### config.mk
export PLATFORM = sky130hd
export DESIGN_NAME = serie_paralelo_8b
export DESIGN_NICKNAME = d
export VERILOG_FILES = /design/src/rtl/serie_paralelo_8b_pkg.sv /design/src/rtl/serie_paralelo_8b_com_detect.sv /design/src/rtl/serie_paralelo_8b.sv
export SDC_FILE = /design/constraint.sdc
export NUM_CORES = 1
export LEC_CHECK = 0
export BUFFER_PORTS_ARGS = -buffer_cell sky130_fd_sc_hd__buf_2
export CAP_MARGIN = 5
export CORE_ASPECT_RATIO = 1.2
export CORE_UTILIZATION = 45
export CTS_BUF_LIST = sky130_fd_sc_hd__clkbuf_4 sky130_fd_sc_hd__clkbuf_8 sky130_fd_sc_hd__clkbuf_16
export DETAILED_ROUTE_END_ITERATION = 7
export GPL_TIMING_DRIVEN = 0
export PLACE_DENSITY_LB_ADDON = 0.08
export SLEW_MARGIN = 20
export SYNTH_ARGS = -nofsm -noshare
export SYNTH_HDL_FRONTEND = slang
export SYNTH_SLANG_ARGS = --single-unit
export TNS_END_PERCENT = 20
### constraint.sdc
create_clock -name clk_32f -period 1.9 [get_ports clk_32f]
set_input_delay 0.19 -clock clk_32f [delete_from_list [all_inputs] [get_ports clk_32f]]
set_output_delay 0.19 -clock clk_32f [all_outputs]
set_load 0.02 [all_outputs]
### src/rtl/serie_paralelo_8b_pkg.sv
// rtl/serie_paralelo_8b_pkg.sv - shared state encodings and line symbols for the serial link
package serie_paralelo_8b_pkg;

    typedef enum logic [1:0] {
        SEARCH = 2'd0,
        ALIGN  = 2'd1,
        ACTIVE = 2'd2
    } sp_state_t;

    // Also used by the parallel->serial transmit side as its idle symbol.
    localparam logic [7:0] COM_SYMBOL_DEF = 8'hBC;

endpackage

### src/rtl/serie_paralelo_8b_com_detect.sv
// rtl/serie_paralelo_8b_com_detect.sv - 8-bit sliding window, COM comparator and byte boundary flag
module serie_paralelo_8b_com_detect
    import serie_paralelo_8b_pkg::*;
#(
    parameter logic [7:0] COM_SYMBOL = COM_SYMBOL_DEF
) (
    input  logic [6:0] shift,
    input  logic       data_in,
    input  logic [2:0] bit_cnt,
    output logic [7:0] window,
    output logic       is_com,
    output logic       boundary
);

    assign window   = {shift, data_in};
    assign is_com   = (window == COM_SYMBOL);
    assign boundary = (bit_cnt == 3'd7);

endmodule

### src/rtl/serie_paralelo_8b.sv
// rtl/serie_paralelo_8b.sv - serial to byte deserialiser with COM alignment; SP_IDLE_COUNT_EN adds idle_cnt
module serie_paralelo_8b
    import serie_paralelo_8b_pkg::*;
#(
    parameter logic [7:0] COM_SYMBOL = COM_SYMBOL_DEF,
    parameter int         COM_COUNT  = 4
) (
    input  logic       clk_32f,
    input  logic       reset,
    input  logic       data_in,
    output logic [7:0] data_out,
    output logic       valid_out,
    output logic       active
`ifdef SP_IDLE_COUNT_EN
    ,
    output logic [7:0] idle_cnt
`endif
);

    localparam logic [3:0] COM_TARGET = 4'(COM_COUNT);

    sp_state_t  state, state_nxt;
    logic [6:0] shift;
    logic [2:0] bit_cnt, bit_cnt_nxt;
    logic [3:0] com_cnt, com_cnt_nxt;
    logic [7:0] data_nxt;
    logic       valid_nxt;
    logic [7:0] window;
    logic       is_com;
    logic       boundary;

    serie_paralelo_8b_com_detect #(
        .COM_SYMBOL (COM_SYMBOL)
    ) u_com_detect (
        .shift    (shift),
        .data_in  (data_in),
        .bit_cnt  (bit_cnt),
        .window   (window),
        .is_com   (is_com),
        .boundary (boundary)
    );

    always_ff @(posedge clk_32f) begin
        if (reset) begin
            state     <= SEARCH;
            shift     <= '0;
            bit_cnt   <= '0;
            com_cnt   <= '0;
            data_out  <= '0;
            valid_out <= 1'b0;
        end else begin
            state     <= state_nxt;
            shift     <= window[6:0];
            bit_cnt   <= bit_cnt_nxt;
            com_cnt   <= com_cnt_nxt;
            data_out  <= data_nxt;
            valid_out <= valid_nxt;
        end
    end

    always_comb begin
        state_nxt   = state;
        bit_cnt_nxt = bit_cnt;
        com_cnt_nxt = com_cnt;
        data_nxt    = data_out;
        valid_nxt   = valid_out;
        case (state)
            SEARCH: begin
                data_nxt  = '0;
                valid_nxt = 1'b0;
                if (is_com) begin
                    bit_cnt_nxt = '0;
                    com_cnt_nxt = 4'd1;
                    state_nxt   = (COM_TARGET == 4'd1) ? ACTIVE : ALIGN;
                end
            end
            ALIGN: begin
                data_nxt    = '0;
                valid_nxt   = 1'b0;
                bit_cnt_nxt = bit_cnt + 3'd1;
                if (boundary) begin
                    // A non-COM boundary drops back to bit sliding without losing the current bit history.
                    if (is_com) begin
                        com_cnt_nxt = com_cnt + 4'd1;
                        if (com_cnt + 4'd1 == COM_TARGET) begin
                            state_nxt = ACTIVE;
                        end
                    end else begin
                        com_cnt_nxt = '0;
                        state_nxt   = SEARCH;
                    end
                end
            end
            ACTIVE: begin
                bit_cnt_nxt = bit_cnt + 3'd1;
                if (boundary) begin
                    data_nxt  = is_com ? 8'h00 : window;
                    valid_nxt = !is_com;
                end
            end
            default: begin
                state_nxt = SEARCH;
            end
        endcase
    end

    assign active = (state == ACTIVE);

`ifdef SP_IDLE_COUNT_EN
    logic idle_hit;

    assign idle_hit = (state == ACTIVE) && boundary && is_com;

    always_ff @(posedge clk_32f) begin
        if (reset) begin
            idle_cnt <= '0;
        end else if (idle_hit && idle_cnt != 8'hFF) begin
            idle_cnt <= idle_cnt + 8'd1;
        end
    end
`endif

endmodule

==> results by group, run 1 <==
Yosys
  – Post-synth EDFFs: 0
  – Yosys reg bits: 25
  – Syn Inst Count: roughly 110
  – Post-synthesis sequential area ratio: between 40% and 50%
  – Synth area leaders: dfxtp_1 45%, ha_1 7.9%, a22o_1 6.3%
  – Top post-synthesis cells by count: 25 x dfxtp_1, 9 x nor2b_1, 8 x a22o_1, 7 x a21oi_1, 7 x ha_1
  – Syn avg cell area: 9.866 um^2
  – Distinct cells, synth: 36
  – Cell Area, Synth: 1115 um^2
  – Share of the synthesized area in the top cell type: between 40% and 50%
  – Largest area contributor in the netlist: dfxtp_1
  – Ys async rst share: 0%
  – Synthesized Nets: 123
  – Ys Warns: 0
  – Count leader, synth: dfxtp_1
  – Ys flop type: dfxtp_1

Cells and area
  – Final #Nets: roughly 140
  – Fill count: about 240
  – Share of cells above drive strength 1: 16.41%
  – Area delta synth->final: 10.89%
  – Post-Layout Cell Count: 159
  – Final core utilization: 53.61%
  – Antenna cell count: 0

Placement
  – PortBufs: 11
  – DP HPWL: about 1600 um
  – Placed insts: roughly 160
  – Placer Congestion: a little over 0.8

Clock network
  – CTS tree: yes
  – CTS sink count: 25
  – Worst-Skew Late Latency: about 0.32 ns
  – Post-CTS setup-driven buffer insertion count: 0
  – H-tree Lvls: 1
  – CTS Hold Bufs: 0
  – Clock slew at the register clock pins of the worst setup and hold paths: between 0.1 and 0.15 ns
  – Max clock buf depth: 2
  – Root Buffer Master: clkbuf_4
  – Post-CTS resize count: 0
  – TritonCTS Buffers: 3

Detailed routing
  – Drt drc: 0
  – Via count: 905
  – Initial DRC count: 10
  – Post-DR vias/cell: 5.692
  – Antenna viol nets, final: 0
  – Post-Route WL: 2178 um
  – WL/cell: around 14 um
  – Drt first pass iters: 5

Power
  – PwrDens: between 600 and 700 nW/um^2
  – Flop pwr share: between 60% and 70%
  – Peak supply drop: approximately 0.33 mV
  – Sw Ratio: between 20% and 30%
  – Static leakage: between 0.5 and 0.6 nW
  – Clock Power Share: ~30%
  – Logic pwr share: between 1.5 and 2%
  – Internal: a little over 0.6 mW
  – Net switching power: ~0.17 mW

Setup path
  – R2r startpoint: bit_cnt[0]
  – Reg2reg path depth: 5
  – R2R setup slack: around 0.16 ns
  – Worst Setup SP: bit_cnt[0]
  – CP Max Fanout: 6
  – WS Path Type: reg2reg
  – Worst r2r dst: data_out[4]
  – Req. time, crit path: about 2.2 ns
  – Startpoint Class: register
  – Crit end category: register
  – WP data arrival: roughly 2.0 ns

Die
  – Initial Util: about half
  – Die Wd: 47.44 um
  – Io pins: 13
  – Num rows: 19
  – Core area: between 2000 and 2500 um^2
  – Die Footprint: between 2000 and 3000 um^2
  – Die H: roughly 57 um

Worst hold path
  – Worst Hold Path EP: shift[0]
  – WHS Path Cells: 2
  – Hold Crit Class: in2reg
  – Startpoint of the worst hold path: data_in

Timing
  – FMAX: 573.3 MHz
  – Clk_skew: between 0.01 and 0.015 ns
  – Endpoints failing setup: 0
  – Max Slew Vio Count: 0
  – Post-layout minimum cycle time: 1.744 ns
  – Max-Slew Margin vs Limit: a little over half
  – Final Hold Violating Endpoints: 0
  – RSZ-0062 raised after global routing: no
  – TNS Setup: 0 ns
  – Worst-Margin Slew: a little under 0.7 ns
  – Fin crit share: ~90%
  – Hold WS: between 0.1 and 0.15 ns

GRT
  – First-pass GRT wire length: 3450 um
  – Grt ovf: 0
  – Total track usage: 17.53%
  – Initial antenna violation count: 0
  – Vias in the first global route: ~810
  – Pin count of the biggest net entering global routing: 15

Status
  – Status: completed

Flow run
  – Max-cap viol count: 0
[layout make-up]
cell class              count  area (um^2)  area share (%)
inverters                   5        18.77           1.518
clock buffers               3        22.52           1.822
repair buffers             11        55.05           4.453
multi-input cells          80        580.6           46.96
well taps                  31        38.79           3.138
plain buffers               3        15.01           1.215
flip-flops and latches     25        500.5           40.49
clock inverters             1        5.005          0.4049
[layer usage]
layer	GRT usage, %	vias to the layer above	part of all wire (%)
met3	1.929	4	3.0
met1	22.11	429	48
li1	-	451	-
met4	9.388	0	2.0
met2	27.79	21	47
met5	0	-	0
[power groups by stage]
stage	Clock, mW	Combinational, mW	Sequential [mW]
finish	0.232	0.0141	0.531
global route	0.265	0.0154	0.532
CTS	0.246	0.0144	0.531
detailed placement	0	0.0143	0.542
global placement	0	0.0142	0.542
floorplan	0	0.00981	0.541
[layout by cell type (no fill, tap or decap), types with 2 or more instances in the layout]
| cell | n |
|---|---|
| nand4b_1 | 3 |
| o21ai_0 | 5 |
| nand4_1 | 2 |
| clkbuf_4 | 3 |
| a22o_1 | 8 |
| nor3_1 | 5 |
| ha_1 | 7 |
| nand3b_1 | 2 |
| nand2_1 | 4 |
| o31ai_1 | 2 |
| nor2_1 | 5 |
| buf_2 | 11 |
| inv_1 | 5 |
| clkbuf_1 | 2 |
| nor2b_1 | 9 |
| nand3_1 | 2 |
| a21oi_1 | 7 |
| dfxtp_1 | 25 |
[sequential cells by signal, indices dropped and copies added, names as in the netlist]
name,cells
state,2
shift,7
bit_cnt,3
valid_out,1
data_out,8
com_cnt,4
[cell families after synthesis]
group / share of synthesized area [%]
flops: 44.89
simple gates: 23.12
mux: 0.8979
fa+ha+maj: 7.856
buf+inv: 3.031
compound gates: 20.20
[worst max-delay path by stage]
stage	end	cells after the start
after floorplan	state[0]	6
after global placement	data_out[5]	5
after detailed placement	data_out[3]	5
after CTS	data_out[4]	5
after global routing	state[0]	6
final	data_out[4]	5
[critical path, cell delays in order, from the launching register on]
cell,delay [ns]
dfxtp_1,0.37
ha_1,0.15
ha_1,0.27
nand2_1,0.11
nor3_1,0.58
a22o_1,0.22
[per-stage QoR]
stage | setup WS [ns] | cell area (um^2) | power, mW
6_report | 0.1557 | 1236 | 0.7770
5_1_grt | 0.01800 | 1236 | 0.8124
4_1_cts | 0.1260 | 1236 | 0.7908
3_5_place_dp | 0.1502 | 1209 | 0.5566
3_3_place_gp | 0.1800 | 1209 | 0.5563
2_1_floorplan | 0.3824 | 1115 | 0.5508
Power figures use the tool's default switching activity.
==> run 2: changes to the inputs <==
- clock period: 1.9 -> 1.5 ns (I/O delays scaled with it)
==> run 2 against run 1 <==
Against the previous run: the flow now finishes with violations (setup timing); via count up 3.2%; first-iteration DRC count up 70%; global-route usage up 2.1 points; non-clock buffer count up 3; power up 26%; maximum frequency up 13%; die area unchanged; sequential power up 26%; largest power group unchanged; highest routed layer unchanged.
==> results by group, run 2 (synthesized netlist as in run 1, its figures left out) <==
Setup path
  – WS Path Type: reg2reg (unchanged)
  – WP data arrival: 1.78 ns (was 2.00 ns)
  – R2r startpoint: com_cnt[0] (was bit_cnt[0])
  – Startpoint Class: register (unchanged)
  – CP Max Fanout: 7 (was 6)
  – R2R setup slack: -0.04 ns (was 0.16 ns)
  – Reg2reg path depth: 5 (unchanged)
  – Crit end category: register (unchanged)
  – Req. time, crit path: 1.74 ns (was 2.16 ns)
  – Worst r2r dst: state[0] (was data_out[4])

Cells and area
  – Largest Register: data_out (unchanged)
  – Fill count: 208 (was 236)
  – Area delta synth->final: 27.38% (was 10.89%)
  – Antenna cell count: 0 (unchanged)
  – Most frequent cells in the layout: 17 x dfxtp_1, 11 x buf_2, 8 x a22o_1, 8 x nor2b_1 (was 25 x dfxtp_1, 11 x buf_2, 9 x nor2b_1)
  – Share of cells above drive strength 1: 38.93% (was 16.41%)
  – Biggest regs: data_out (8), shift (7), com_cnt (4) (unchanged)
  – Max reg flops: 8 (unchanged)
  – Final instance area: 1420 um^2 (was 1236 um^2)
  – Multi-input gate area: 724.4 um^2 (was 580.6 um^2)
  – Post-Layout Cell Count: 162 (was 159)
  – Final #Nets: 142 (was 139)
  – Most common cell after layout, fill and taps aside: dfxtp_1 (unchanged)
  – Register area: 515.5 um^2 (was 500.5 um^2)

Timing
  – Max Slew Vio Count: 0 (unchanged)
  – Post-layout minimum cycle time: 1.540 ns (was 1.744 ns)
  – Final Hold Violating Endpoints: 0 (unchanged)
  – Final worst slack: -0.04002 ns (was 0.1557 ns)
  – Worst-Margin Slew: 0.5056 ns (was 0.6887 ns)
  – Clk_skew: 0.008772 ns (was 0.01072 ns)
  – FMAX: 649.3 MHz (was 573.3 MHz)
  – Max-Slew Margin vs Limit: 66.29% (was 53.73%)
  – Fin crit share: 102.7% (was 91.81%)
  – Endpoints failing setup: 2 (was 0)
  – RSZ-0062 raised after global routing: yes (was no)

Clock network
  – Clock slew at the register clock pins of the worst setup and hold paths: 0.14 ns (about the same)
  – Root Buffer Master: clkbuf_4 (unchanged)
  – Max clock buf depth: 2 (unchanged)
  – CTS tree: yes (unchanged)
  – CTS Hold Bufs: 0 (unchanged)
  – CTS sink count: 25 (unchanged)
  – H-tree Lvls: 1 (unchanged)
  – Worst-Skew Late Latency: 0.31 ns (was 0.32 ns)
  – TritonCTS Buffers: 3 (unchanged)

GRT
  – Pin count of the biggest net entering global routing: 15 (unchanged)
  – Vias in the first global route: 876 (was 814)
  – First-pass GRT wire length: 3774 um (was 3450 um)
  – Total track usage: 19.58% (was 17.53%)
  – Grt ovf: 0 (unchanged)
  – Initial antenna violation count: 0 (unchanged)

Placement
  – Placed cell areas: 1214 um^2 (was 1209 um^2)
  – Placer Congestion: 0.8776 (was 0.8262)
  – PortBufs: 11 (unchanged)
  – DP HPWL: 1606 um (was 1626 um)
  – Placed insts: 155 (unchanged)

Flow run
  – Max-cap viol count: 0 (unchanged)

Power
  – Peak supply drop: 0.4665 mV (was 0.3323 mV)
  – PwrDens: 690.3 nW/um^2 (was 628.5 nW/um^2)
  – Static leakage: 0.5420 nW (was 0.5143 nW)

Die
  – Initial Util: 48.35% (unchanged)
  – Die H: 56.53 um (unchanged)
  – Num rows: 19 (unchanged)
  – Die Footprint: 2681 um^2 (unchanged)
  – Io pins: 13 (unchanged)
  – Die Wd: 47.44 um (unchanged)
  – Core area: 2306 um^2 (unchanged)

Detailed routing
  – WL/cell: 14.77 um (was 13.70 um)
  – Drt first pass iters: 4 (was 5)
  – Post-DR vias/cell: 5.765 (was 5.692)
  – Post-Route WL: 2392 um (was 2178 um)
  – Drt drc: 0 (unchanged)
  – Via count: 934 (was 905)
  – Antenna viol nets, final: 0 (unchanged)
  – Initial DRC count: 17 (was 10)

Worst hold path
  – Hold Crit Class: in2reg (unchanged)
  – Worst Hold Path EP: data_out[0] (was shift[0])
  – Startpoint of the worst hold path: data_in (unchanged)
  – WHS Path Cells: 2 (unchanged)

Status
  – Status: finished with violations (was completed)
  – Failing checks: setup timing
## run 2: cell count changes in the layout (fill, tap and decap cells not counted), moves of 2 or more
cell,previous run,this run
dfxtp_4,0,2
ha_1,7,3
ha_4,0,4
dfxtp_1,25,17
dfxtp_2,0,6
inv_2,0,3
inv_1,5,1
buf_4,1,4
## run 2: worst max-delay path by stage
stage                     from           to
global placement    bit_cnt[0]  data_out[5]
finish              com_cnt[0]     state[0]
CTS                   state[0]     state[1]
floorplan           bit_cnt[0]     state[1]
detailed placement  bit_cnt[0]  data_out[7]
global route        com_cnt[0]     state[0]
## run 2: worst max-delay path, cell delays in order (launching register included)
cell,delay [ns]
dfxtp_4,0.39
ha_1,0.24
and3b_1,0.27
a31oi_4,0.12
a211oi_2,0.23
mux2i_1,0.21
## run 2: through the flow
step                      hold WS, ns  worst slack, ns  setup TNS [ns]  utilization [%]  power, mW
after floorplan                0.2782        -0.001489       -0.001489                -     0.6977
after global placement         0.4116          -0.1794          -1.870            52.63     0.7048
after detailed placement       0.4059          -0.2128          -2.371            52.63     0.7049
after CTS                     0.06711         -0.01426        -0.02458            58.55     0.9998
after global routing          0.06161         -0.06343         -0.2014            61.58      1.036
final                         0.08319         -0.04002        -0.04450            61.58     0.9802
## run 2: routing by layer
metal,global-route usage [%],share of wire [%],vias to the layer above
met4,9.388,0.59,0
met3,1.929,2.4,2
li1,-,-,463
met2,31.51,50,15
met5,0,0,-
met1,24.90,47,454
## run 2: final cells by class
cell class / count / share of cell area (%)
Buffer: 3 / 1.057
Clock buffer: 3 / 1.586
Clock inverter: 1 / 0.3524
Inverter: 5 / 1.498
Multi-Input combinational cell: 80 / 51.01
Sequential cell: 25 / 36.30
Tap cell: 31 / 2.731
Timing Repair Buffer: 14 / 5.463
## run 2: what timing repair did
item	in CTS	in global routing
gates resized for setup	22	19
endpoints found under the setup margin	14	14
buffers inserted	3	0
pin swaps	2	3
## run 2: power by group
group	switching [mW]	total [mW]	leakage [nW]	internal, mW
combinational	0.0134	0.0201	0.318	0.00662
sequential	0.00396	0.669	0.206	0.665
clock	0.192	0.292	0.0177	0.0995
==> run 3: changes to the inputs <==
- CORE_UTILIZATION: 45 -> 50
==> run 3 against run 2 <==
Against the previous run: the flow still finishes with violations (setup timing); design area is 3.7% lower; hold slack lost 0.011 ns; core utilization up 4.4 points; worst setup slack better by 0.016 ns; clock power grew 4%; critical path depth grew 1; via count grew 1.3%; clock-buffer cell count stayed put; global-route usage is 2.0 points higher; cell count is 1.9% lower; critical endpoint is now state[1]; largest cell class unchanged.
==> results by group, run 3 (synthesized netlist as in run 1, its figures left out) <==
Clock network
  – CTS sink count: 25 (unchanged)
  – Worst-Skew Late Latency: 0.32 ns (was 0.31 ns)
  – Max clock buf depth: 2 (unchanged)
  – CTS tree: yes (unchanged)
  – TritonCTS Buffers: 3 (unchanged)
  – Clock slew at the register clock pins of the worst setup and hold paths: 0.14 ns (about the same)
  – Root Buffer Master: clkbuf_4 (unchanged)
  – H-tree Lvls: 1 (unchanged)

Setup path
  – Worst Setup SP: state[1] (was com_cnt[0])
  – Crit end category: register (unchanged)
  – Req. time, crit path: 1.77 ns (was 1.74 ns)
  – R2r startpoint: state[1] (was com_cnt[0])
  – WP data arrival: 1.79 ns (was 1.78 ns)
  – R2R setup slack: -0.02 ns (was -0.04 ns)
  – CP endpoint: state[1] (was state[0])
  – Startpoint Class: register (unchanged)
  – CP Max Fanout: 5 (was 7)
  – Reg2reg path depth: 6 (was 5)
  – WS Path Type: reg2reg (unchanged)
  – Worst r2r dst: state[1] (was state[0])

Flow run
  – Max-cap viol count: 0 (unchanged)

Power
  – PwrDens: 726.5 nW/um^2 (was 690.3 nW/um^2)
  – Static leakage: 0.5168 nW (was 0.5420 nW)
  – Total power: 0.9935 mW (was 0.9802 mW)
  – Peak supply drop: 0.5208 mV (was 0.4665 mV)

Placement
  – Placed cell areas: 1212 um^2 (was 1214 um^2)
  – Placer Congestion: 0.8324 (was 0.8776)
  – Place WS: -0.1975 ns (was -0.2128 ns)
  – DP HPWL: 1599 um (was 1606 um)
  – PortBufs: 11 (unchanged)

Detailed routing
  – Initial DRC count: 7 (was 17)
  – Drt drc: 0 (unchanged)
  – Post-Route WL: 2466 um (was 2392 um)
  – Antenna viol nets, final: 0 (unchanged)
  – Post-DR vias/cell: 5.950 (was 5.765)
  – Drt first pass iters: 4 (unchanged)
  – WL/cell: 15.51 um (was 14.77 um)
  – Via count: 946 (was 934)

Timing
  – Clk_skew: 0.005610 ns (was 0.008772 ns)
  – Worst-Margin Slew: 0.5285 ns (was 0.5056 ns)
  – Endpoints failing setup: 2 (unchanged)
  – Max-Slew Margin vs Limit: 64.77% (was 66.29%)
  – Final worst slack: -0.02396 ns (was -0.04002 ns)
  – Post-layout minimum cycle time: 1.524 ns (was 1.540 ns)
  – RSZ-0062 raised after global routing: yes (unchanged)
  – Max Slew Vio Count: 0 (unchanged)
  – FMAX: 656.2 MHz (was 649.3 MHz)
  – Hold WS: 0.07247 ns (was 0.08319 ns)
  – Fin crit share: 101.6% (was 102.7%)
  – TNS Setup: -0.02728 ns (was -0.04450 ns)
  – Final Hold Violating Endpoints: 0 (unchanged)

Cells and area
  – Multi-input gate area: 693.2 um^2 (was 724.4 um^2)
  – Most common cell after layout, fill and taps aside: dfxtp_1 (unchanged)
  – Antenna cell count: 0 (unchanged)
  – Most frequent cells in the layout: 19 x dfxtp_1, 11 x buf_2, 8 x a22o_1, 8 x nor2b_1, 7 x a21oi_1 (was 17 x dfxtp_1, 11 x buf_2, 8 x a22o_1, 8 x nor2b_1)
  – Max reg flops: 8 (unchanged)
  – Register area: 513.0 um^2 (was 515.5 um^2)
  – Biggest regs: data_out (8), shift (7), com_cnt (4) (unchanged)
  – Area delta synth->final: 22.67% (was 27.38%)
  – Share of cells above drive strength 1: 34.88% (was 38.93%)
  – Largest Register: data_out (unchanged)
  – Final #Nets: 140 (was 142)
  – Final instance area: 1368 um^2 (was 1420 um^2)
  – Fill count: 186 (was 208)

Worst hold path
  – Hold Crit Class: in2reg (unchanged)

Die
  – Die Wd: 45.11 um (was 47.44 um)
  – Io pins: 13 (unchanged)
  – Num rows: 18 (was 19)
  – Initial Util: 53.80% (was 48.35%)
  – Die H: 53.73 um (was 56.53 um)
  – Die Footprint: 2423 um^2 (was 2681 um^2)
  – Core area: 2072 um^2 (was 2306 um^2)

GRT
  – Initial antenna violation count: 0 (unchanged)
  – Vias in the first global route: 891 (was 876)
  – Pin count of the biggest net entering global routing: 15 (unchanged)
  – First-pass GRT wire length: 3781 um (was 3774 um)
  – Grt ovf: 0 (unchanged)
  – Total track usage: 21.55% (was 19.58%)

Status
  – Failing checks: setup timing (unchanged)
  – Status: finished with violations (unchanged)
run 3: worst min-delay path by stage:
stage | start | end | slack, ns | cells after the start
after floorplan | data_in | shift[0] | 0.28 | 1
final | data_in | data_out[0] | 0.07 | 2
after global placement | data_in | shift[0] | 0.41 | 2
after detailed placement | data_in | data_out[0] | 0.41 | 2
after global routing | data_in | shift[0] | 0.09 | 2
after CTS | data_in | data_out[0] | 0.08 | 2
run 3: final cells by class:
class | instances | share of cell area [%]
buffer | 3 | 1.098
clock buffer | 3 | 1.647
clock inverter | 1 | 0.3660
inverter | 5 | 1.372
multi-input combinational | 80 | 50.69
sequential | 25 | 37.51
tap | 30 | 2.745
timing repair buffer | 12 | 4.575
run 3: worst max-delay path, stage by stage, from the launching register on:
cell	delay, ns
dfxtp_2	0.36
inv_2	0.07
ha_4	0.17
nor2b_2	0.18
or2_4	0.24
o31ai_1	0.25
o311a_1	0.20
run 3: stage by stage:
stage	cells	util, %
after floorplan	113	-
after global placement	154	58.51
after detailed placement	154	58.51
after CTS	159	64.19
after global routing	159	66.00
final	159	66.00
run 3: what timing repair did:
action | CTS | global route
resized for setup | 23 | 9
endpoints found under the setup margin | 14 | 17
pin swaps | 2 | 2
hold buffers | 0 | 0
setup buffers | 1 | 0
run 3: where the power goes:
group / switching (mW) / internal, mW
Combinational: 0.0136 / 0.00661
Clock: 0.205 / 0.0999
Sequential: 0.00370 / 0.664
Total: 0.223 / 0.771
run 3: routing by layer:
layer  track usage, %  routed length, um  share of wire [%]  vias to the layer above
met5                0                  0                  0                        -
li1                 -                  -                  -                      459
met4            12.63                 46                1.9                        0
met3            3.020                 72                2.9                        6
met1            24.95               1069                 43                      460
met2            37.20               1278                 52                       21
